`src/rtl/table_ad_serializer.sv`:
```
// ============================================================================
// Module      : table_ad_serializer
// Description : Buffers 32-bit table address/data words in a small FIFO and
//               serialises them LSB-beat first toward one of NUM_CHANNELS
//               submodule table-write ports.
// Revision    : 1.0 - initial release
// ============================================================================
`default_nettype none

module table_ad_serializer #(
    parameter int NUM_CHANNELS = 1,
    parameter int ADDR_BITS    = 4,
    parameter int SER_WIDTH    = 8,
    parameter int FIFO_LOG2    = 2
) (
    input  logic                    clk,
    input  logic                    rst,
    input  logic                    we,
    input  logic                    a_not_d_in,
    input  logic [31:0]             din,
    output logic                    ready,
    output logic [SER_WIDTH-1:0]    ser_d,
    output logic                    ser_first,
    output logic                    a_not_d,
    output logic [NUM_CHANNELS-1:0] chn_en,
    output logic                    err
);

    localparam int                   c_BEATS = 32 / SER_WIDTH;
    localparam int                   c_DEPTH = 1 << FIFO_LOG2;
    localparam logic [1:0]           c_LAST  = 2'(c_BEATS - 1);
    localparam logic [FIFO_LOG2:0]   c_FULL  = (FIFO_LOG2 + 1)'(c_DEPTH);
    localparam logic [ADDR_BITS:0]   c_NCH   = (ADDR_BITS + 1)'(NUM_CHANNELS);
    localparam logic [0:0]           c_IDLE  = 1'b0;
    localparam logic [0:0]           c_SEND  = 1'b1;

    logic [32:0]             r_mem [c_DEPTH];
    logic [FIFO_LOG2-1:0]    r_wr_ptr;
    logic [FIFO_LOG2-1:0]    r_rd_ptr;
    logic [FIFO_LOG2:0]      r_count;
    logic                    r_ready;
    logic [0:0]              r_state;
    logic [1:0]              r_beat;
    logic [31:0]             r_shift;
    logic [ADDR_BITS-1:0]    r_sel;
    logic                    r_sel_valid;
    logic [SER_WIDTH-1:0]    r_ser_d;
    logic                    r_ser_first;
    logic                    r_a_not_d;
    logic [NUM_CHANNELS-1:0] r_chn_en;
    logic                    r_err;

    logic                    w_push;
    logic                    w_last;
    logic                    w_pop;
    logic [32:0]             w_head;
    logic [ADDR_BITS-1:0]    w_head_sel;
    logic [ADDR_BITS-1:0]    w_sel;
    logic                    w_sel_valid;
    logic [NUM_CHANNELS-1:0] w_onehot;
    logic [FIFO_LOG2:0]      w_count_next;

    assign w_push     = we & r_ready;
    assign w_last     = (r_state == c_SEND) && (r_beat == c_LAST);
    assign w_pop      = (r_count != '0) && ((r_state == c_IDLE) || w_last);
    assign w_head     = r_mem[r_rd_ptr];
    assign w_head_sel = w_head[24 +: ADDR_BITS];

    // An address word selects its own channel; data words reuse the last one.
    assign w_sel       = w_head[32] ? w_head_sel : r_sel;
    assign w_sel_valid = w_head[32] ? ({1'b0, w_head_sel} < c_NCH) : r_sel_valid;
    assign w_onehot    = NUM_CHANNELS'(1) << w_sel;

    always_comb begin
        w_count_next = r_count;
        case ({w_push, w_pop})
            2'b10:   w_count_next = r_count + 1'b1;
            2'b01:   w_count_next = r_count - 1'b1;
            default: w_count_next = r_count;
        endcase
    end

    always_ff @(posedge clk) begin
        if (w_push) begin
            r_mem[r_wr_ptr] <= {a_not_d_in, din};
        end
    end

    always_ff @(posedge clk or posedge rst) begin
        if (rst) begin
            r_wr_ptr    <= '0;
            r_rd_ptr    <= '0;
            r_count     <= '0;
            r_ready     <= 1'b1;
            r_state     <= c_IDLE;
            r_beat      <= '0;
            r_shift     <= '0;
            r_sel       <= '0;
            r_sel_valid <= 1'b0;
            r_ser_d     <= '0;
            r_ser_first <= 1'b0;
            r_a_not_d   <= 1'b0;
            r_chn_en    <= '0;
            r_err       <= 1'b0;
        end else begin
            r_count <= w_count_next;
            r_ready <= (w_count_next != c_FULL);
            if (w_push) begin
                r_wr_ptr <= r_wr_ptr + 1'b1;
            end
            if (we && !r_ready) begin
                r_err <= 1'b1;
            end

            if (w_pop) begin
                // Loading on the last beat keeps consecutive words gap-free.
                r_rd_ptr    <= r_rd_ptr + 1'b1;
                r_state     <= c_SEND;
                r_beat      <= '0;
                r_ser_d     <= w_head[SER_WIDTH-1:0];
                r_shift     <= w_head[31:0] >> SER_WIDTH;
                r_ser_first <= 1'b1;
                r_a_not_d   <= w_head[32];
                r_sel       <= w_sel;
                r_sel_valid <= w_sel_valid;
                r_chn_en    <= w_sel_valid ? w_onehot : '0;
                if (!w_sel_valid) begin
                    r_err <= 1'b1;
                end
            end else if (r_state == c_SEND) begin
                if (w_last) begin
                    r_state     <= c_IDLE;
                    r_ser_d     <= '0;
                    r_ser_first <= 1'b0;
                    r_chn_en    <= '0;
                end else begin
                    r_beat      <= r_beat + 2'd1;
                    r_ser_d     <= r_shift[SER_WIDTH-1:0];
                    r_shift     <= r_shift >> SER_WIDTH;
                    r_ser_first <= 1'b0;
                end
            end
        end
    end

    assign ready     = r_ready;
    assign ser_d     = r_ser_d;
    assign ser_first = r_ser_first;
    assign a_not_d   = r_a_not_d;
    assign chn_en    = r_chn_en;
    assign err       = r_err;

endmodule

`default_nettype wire

```
`config.mk`:
```
export PLATFORM = sky130hd
export DESIGN_NAME = table_ad_serializer
export DESIGN_NICKNAME = d
export VERILOG_FILES = /design/src/rtl/table_ad_serializer.sv
export SDC_FILE = /design/constraint.sdc
export NUM_CORES = 1
export LEC_CHECK = 0
export ABC_CLOCK_PERIOD_IN_PS = 5500
export CAP_MARGIN = 20
export CORE_MARGIN = 2
export CORE_UTILIZATION = 62
export DETAILED_ROUTE_END_ITERATION = 12
export PLACE_DENSITY = 0.84
export SLEW_MARGIN = 20
export SYNTH_ARGS = -nofsm -noshare
export SYNTH_HDL_FRONTEND = slang
export SYNTH_SLANG_ARGS = --single-unit
```
`constraint.sdc`:
```
create_clock -name clk -period 5.5 [get_ports clk]
set_clock_uncertainty 0.1 [all_clocks]
set_input_delay 1.1 -clock clk [delete_from_list [all_inputs] [get_ports clk]]
set_output_delay 1.1 -clock clk [all_outputs]
set_load 0.1 [all_outputs]
```
==> results.sh, run 1 <==
export IMPL_synth_top_area_cell="edfxtp_1"
export IMPL_cts_max_path_buffers=2
export IMPL_synth_edf_count=132
export IMPL_synth_top_cell_area_share=0.565
export IMPL_syn_avg_cell_area_um2=19.8
export IMPL_ir_drop_uv=480
export IMPL_drc=0
export IMPL_grt_use_total=0.241
export IMPL_slew_headroom=0.342
export IMPL_antenna_found_initial=0
export IMPL_syn_to_final_growth_pct=17.4
export IMPL_synth_area_leaders="edfxtp_1 57%, dfrtp_1 18%, mux4_2 11%"
export IMPL_hold_viol=0
export IMPL_hpwl_mm=8.04
export IMPL_vias=3572
export IMPL_syn_inst=355
export IMPL_vias_per_cell=6.32
export IMPL_grt_max_degree=53
export IMPL_syn_nets=398
export IMPL_cp_arrival_ps=3680
export IMPL_regArea_um2=5270
export IMPL_critPathMaxFanout=30
export IMPL_syn_area_um2=7020
export IMPL_io_pins=49
export IMPL_wl_per_cell_um=23.3
export IMPL_worstPathRequired_ps=5750
export IMPL_die_area_um2=12200
export IMPL_num_fill_cells=625
export IMPL_finalSetupViolCount=0
export IMPL_rsz0062_at_grt="false"
export IMPL_fin_crit_ps=3430
export IMPL_worstSkewPairLatency_ps=420
export IMPL_ys_seq_area_frac=0.751
export IMPL_port_buffers=48
export IMPL_fin_crit_sh=0.624
export IMPL_outcome="complete, no violations"
export IMPL_ys_ff_latch=184
export IMPL_post_cts_buffers=0
export IMPL_synthFlopType="edfxtp_1"
export IMPL_crit_path_end_kind="flip-flop"
export IMPL_nets=455
export IMPL_final_layout_size_suffix_gt1_frac=0.191
export IMPL_final_cell_mix="132 x edfxtp_1, 50 x dfrtp_1, 48 x clkdlybuf4s50_1"
export IMPL_p_total_mw=4.67
export IMPL_core_um2=10900
export IMPL_fmaxAchievable_mhz=292
export IMPL_powerDensity_nw_per_um2=566
export IMPL_synth_cell_type_count=33
export IMPL_cts_sinks=184
export IMPL_min_path_type="flip-flop to flip-flop"
export IMPL_worstMarginPinSlew_ps=984
export IMPL_rows=38
export IMPL_cts_root_buf="clkbuf_16"
export IMPL_final_util=0.753
export IMPL_drv_slew=0
export IMPL_place_gp_congestion=0.789
export IMPL_grt_first_pass_wirelength_mm=20.6
export IMPL_final_common_cell="edfxtp_1"
export IMPL_drt_iter0_drc=327
export IMPL_htreeDepth=4
export IMPL_die_w_um=110
export IMPL_numCtsBuffers=17
export IMPL_die_h_um=110
export IMPL_antenna_cells=0
export IMPL_p_leak_nw=3.07
export IMPL_drt_pass1_iter_count=4
export IMPL_path_class="flip-flop to flip-flop"
export IMPL_overflow=0
export IMPL_cts_resized=0
export IMPL_initial_core_util=0.642
export IMPL_multi_input_comb_area_um2=1630
export IMPL_start_kind="flip-flop"
export IMPL_drv_cap=0
export IMPL_finalWirelength_mm=13.2
export IMPL_cts_tree="done"
export IMPL_ctsHoldBuffers=0
export IMPL_ant_nets=0
export IMPL_async_flop_share=0.283
export IMPL_cts_reportedPaths_clkPinSlew_ps=70
export IMPL_grt_pass1_vias=3666
export IMPL_yosys_warnings=0
export IMPL_finalSetupTns_ps=0
metal layers:
| metal | up-vias | track usage | wire [um] |
|---|---|---|---|
| met3 | 20 | 0.0711 | 852 |
| met1 | 1841 | 0.324 | 5440 |
| met4 | 0 | 0.0938 | 232 |
| met2 | 142 | 0.378 | 6620 |
| met5 | - | 0 | 0 |
| li1 | 1569 | - | - |
cells in the mapped netlist (5+ instances only):
library cell	n
edfxtp_1	132
dfrtp_1	51
mux4_2	33
and3_1	28
a221o_1	24
clkbuf_1	12
a22o_1	9
inv_1	9
buf_2	6
ha_1	6
nand2_1	6
mux2_2	5
power by group:
group	internal, mW	total [mW]	leakage, nW	switching (mW)
Combinational	0.603	1.43	0.930	0.828
Sequential	1.85	2.06	1.87	0.208
Clock	0.672	1.17	0.270	0.502
Total	3.13	4.67	3.07	1.54
worst paths after layout:
path	start	to	slack, ps	depth (start not counted)
max in group asynchronous	rst	r_rd_ptr[0]	3680	2
min in group asynchronous	rst	a_not_d	1060	2
hold / removal	r_beat[1]	r_beat[1]	410	1
hold reg to reg	r_beat[1]	r_beat[1]	410	1
setup / recovery	r_beat[0]	ready	2070	10
setup reg to reg	r_beat[0]	ready	2070	10
state kept, by name (all words and copies together), names as in the netlist, 2 cells and up:
name and cells:
r_wr_ptr 2, r_shift 24, r_beat 2, ser_d 8, r_sel 4, r_rd_ptr 2
r_mem 132, r_count 3
through the flow:
step,setup WS (ps),hold WS [ps],std cells,instance area [um2]
after global routing,1820,438,565,8240
after global placement,2160,385,533,7660
after detailed placement,2120,396,533,7660
after CTS,2110,412,565,8230
final,2070,406,565,8240
after floorplan,2770,367,355,7020
cells by family (layout without fill, tap and decap cells):
| logic type | count (synthesis) | after routing | share of synthesized area |
|---|---|---|---|
| flip-flops | 184 | 184 | 0.751 |
| AND/OR/NAND/NOR | 48 | 48 | 0.0405 |
| AO/OA/AOI/OAI | 42 | 42 | 0.0546 |
| multiplexers | 40 | 40 | 0.117 |
| buffers and inverters | 29 | 99 | 0.0177 |
| adder cells (fa/ha/maj) | 7 | 7 | 0.0136 |
| XOR/XNOR | 5 | 5 | 0.00624 |
worst max-delay path: stages, from the launching register on:
cell	delay, ps
dfrtp_1	380
ha_1	190
nand2b_1	700
nand2_1	280
clkinv_1	270
ha_1	220
inv_1	60
fa_1	370
xor2_1	150
or3_1	330
a211o_1	300
area by class of cell:
cell class | count | share of cell area
clock buffer | 18 | 0.0521
clock inverter | 14 | 0.0181
inverter | 10 | 0.00471
multi-input combinational | 142 | 0.198
sequential | 184 | 0.640
tap | 140 | 0.0213
timing repair buffer | 57 | 0.0665
Power figures use the tool's default switching activity.
==> run 2: changes to the inputs <==
--- a/config.mk
+++ b/config.mk
@@ -5,12 +5,12 @@
 export SDC_FILE = /design/constraint.sdc
 export NUM_CORES = 1
 export LEC_CHECK = 0
-export ABC_CLOCK_PERIOD_IN_PS = 5500
+export ABC_CLOCK_PERIOD_IN_PS = 3100
 export CAP_MARGIN = 20
 export CORE_MARGIN = 2
-export CORE_UTILIZATION = 62
+export CORE_UTILIZATION = 52
 export DETAILED_ROUTE_END_ITERATION = 12
-export PLACE_DENSITY = 0.84
+export PLACE_DENSITY = 0.76
 export SLEW_MARGIN = 20
 export SYNTH_ARGS = -nofsm -noshare
 export SYNTH_HDL_FRONTEND = slang
==> constraint.sdc (replaced) <==
create_clock -name clk -period 3.1 [get_ports clk]
set_clock_uncertainty 0.1 [all_clocks]
set_input_delay 0.62 -clock clk [delete_from_list [all_inputs] [get_ports clk]]
set_output_delay 0.62 -clock clk [all_outputs]
set_load 0.1 [all_outputs]
==> run 2 against run 1 <==
  * Power is 77% higher
  * Core utilization down 13 points
  * Register-to-register slack got worse by 1700 ps
  * Sequential cell count stayed put
  * Critical path type unchanged
  * Critical endpoint unchanged
  * Highest routed layer unchanged
==> results.sh, run 2 (synthesized netlist as in run 1, its figures left out) <==
export IMPL_outcome="complete, no violations"
export IMPL_slew_headroom=0.557
export IMPL_fin_crit_sh=0.890
export IMPL_finalWirelength_mm=12.8
export IMPL_post_cts_buffers=0
export IMPL_grt_use_total=0.192
export IMPL_cpMaxStageDelayCell="dfrtp_1"
export IMPL_met3WireLength_um=480
export IMPL_reg2reg_depth=9
export IMPL_critPathMaxFanout=9
export IMPL_routed_top_layer="met4"
export IMPL_cts_reportedPaths_clkPinSlew_ps=60
export IMPL_fin_crit_ps=2760
export IMPL_cts_sinks=184
export IMPL_largest_reg_flops=132
export IMPL_final_common_cell="edfxtp_1"
export IMPL_crit_path_end_kind="flip-flop"
export IMPL_path_buf_inv=2
export IMPL_vias=3535
export IMPL_cts_resized=0
export IMPL_cpMostUsedCell="or3_1"
export IMPL_post_place_ws_ps=175
export IMPL_regArea_um2=5270
export IMPL_cts_root_buf="clkbuf_16"
export IMPL_die_h_um=120
export IMPL_cpPeakStageDelay_ps=420
export IMPL_hold_viol=0
export IMPL_grt_max_degree=53
export IMPL_vias_per_cell=5.84
export IMPL_drv_slew=0
export IMPL_max_flop_register="r_mem"
export IMPL_ant_nets=0
export IMPL_initial_core_util=0.532
export IMPL_antenna_cells=0
export IMPL_p_total_mw=8.28
export IMPL_rows=42
export IMPL_crit_family="simple AND/OR/NAND/NOR gates"
export IMPL_ctsHoldBuffers=0
export IMPL_grt_pass1_vias=3671
export IMPL_antenna_found_initial=0
export IMPL_final_layout_size_suffix_gt1_frac=0.224
export IMPL_multi_input_comb_area_um2=1630
export IMPL_port_buffers=48
export IMPL_place_gp_congestion=0.756
export IMPL_crit_path_cell_trace="or3_1 > nand2_1 > clkinv_1 > ha_1 > inv_1 > fa_1 > xor2_1 > or3_1 > a211o_1"
export IMPL_io_pins=49
export IMPL_htreeDepth=4
export IMPL_drt_iter0_drc=325
export IMPL_final_cell_mix="132 x edfxtp_1, 50 x dfrtp_1, 35 x clkdlybuf4s50_1"
export IMPL_drc=0
export IMPL_drv_cap=0
export IMPL_overflow=0
export IMPL_finalSetupTns_ps=0
export IMPL_hpwl_mm=7.50
export IMPL_num_fill_cells=924
export IMPL_drt_pass1_iter_count=4
export IMPL_finalSetupViolCount=0
export IMPL_wirelength_met1_mm=5.86
export IMPL_die_area_um2=14400
export IMPL_worstSkewPairLatency_ps=420
export IMPL_worstPathRequired_ps=3350
export IMPL_crit_cells=9
export IMPL_powerDensity_nw_per_um2=1000
export IMPL_met2_length_mm=6.09
export IMPL_cp_arrival_ps=3000
export IMPL_fmaxAchievable_mhz=363
export IMPL_ir_drop_uv=621
export IMPL_wl_per_cell_um=21.1
export IMPL_p_leak_nw=3.12
export IMPL_min_path_type="flip-flop to flip-flop"
export IMPL_syn_to_final_growth_pct=18.0
export IMPL_worstMarginPinSlew_ps=664
export IMPL_worstHoldPathCells=2
export IMPL_setup_ws_ps=342
export IMPL_rsz0062_at_grt="false"
export IMPL_cts_max_path_buffers=2
export IMPL_die_w_um=120
export IMPL_path_class="flip-flop to flip-flop"
export IMPL_grt_first_pass_wirelength_mm=20.2
export IMPL_start_kind="flip-flop"
export IMPL_core_um2=13200
export IMPL_nets=459
export IMPL_cts_tree="done"
export IMPL_numCtsBuffers=17
[run 2: cell count changes in the layout (fill, tap and decap cells not counted), sizes merged]
cell           change
buf               +17
clkdlybuf4s50     -13
clkbuf             +4
clkinvlp           -3
inv                -2
bufinv             +1
[run 2: worst reg2reg max path, stage by stage (launching register included)]
cell,delay [ps]
dfrtp_1,420
or3_1,410
nand2_1,180
clkinv_1,280
ha_1,310
inv_1,70
fa_1,180
xor2_1,80
or3_1,340
a211o_1,310
[run 2: cell type report]
type	instances	share of cell area
clock buffer	22	0.0549
multi-input combinational	142	0.197
timing repair buffer	61	0.0659
sequential	184	0.636
inverter	10	0.00453
clock inverter	10	0.0153
tap	176	0.0266
[run 2: where the power goes]
group | switching [mW] | total (mW) | internal [mW]
Combinational | 1.53 | 2.60 | 1.07
Sequential | 0.286 | 3.57 | 3.29
Clock | 0.827 | 2.11 | 1.28
Total | 2.64 | 8.28 | 5.64
[run 2: metal layers]
| metal | vias up | global-route usage |
|---|---|---|
| met3 | 23 | 0.0499 |
| met5 | - | 0 |
| met1 | 1854 | 0.263 |
| li1 | 1573 | - |
| met2 | 85 | 0.292 |
| met4 | 0 | 0.0890 |
[run 2: path summary, 6_finish.rpt]
kind	from	endpoint	slack, ps
worst max-delay path	r_count[2]	ready	340
worst min-delay path	ser_first	ser_first	400
worst max register to register	r_count[2]	ready	340
worst min register to register	ser_first	ser_first	400
max in group asynchronous	rst	r_rd_ptr[0]	1810
min in group asynchronous	rst	ser_d[4]	580
[run 2: per-stage QoR]
step	util	instances	hold slack [ps]	cell area [um2]
after floorplan	-	355	367	7020
after global placement	0.584	573	382	7700
after detailed placement	0.584	573	393	7700
after CTS	0.628	605	408	8280
after global routing	0.628	605	422	8280
final	0.628	605	405	8280
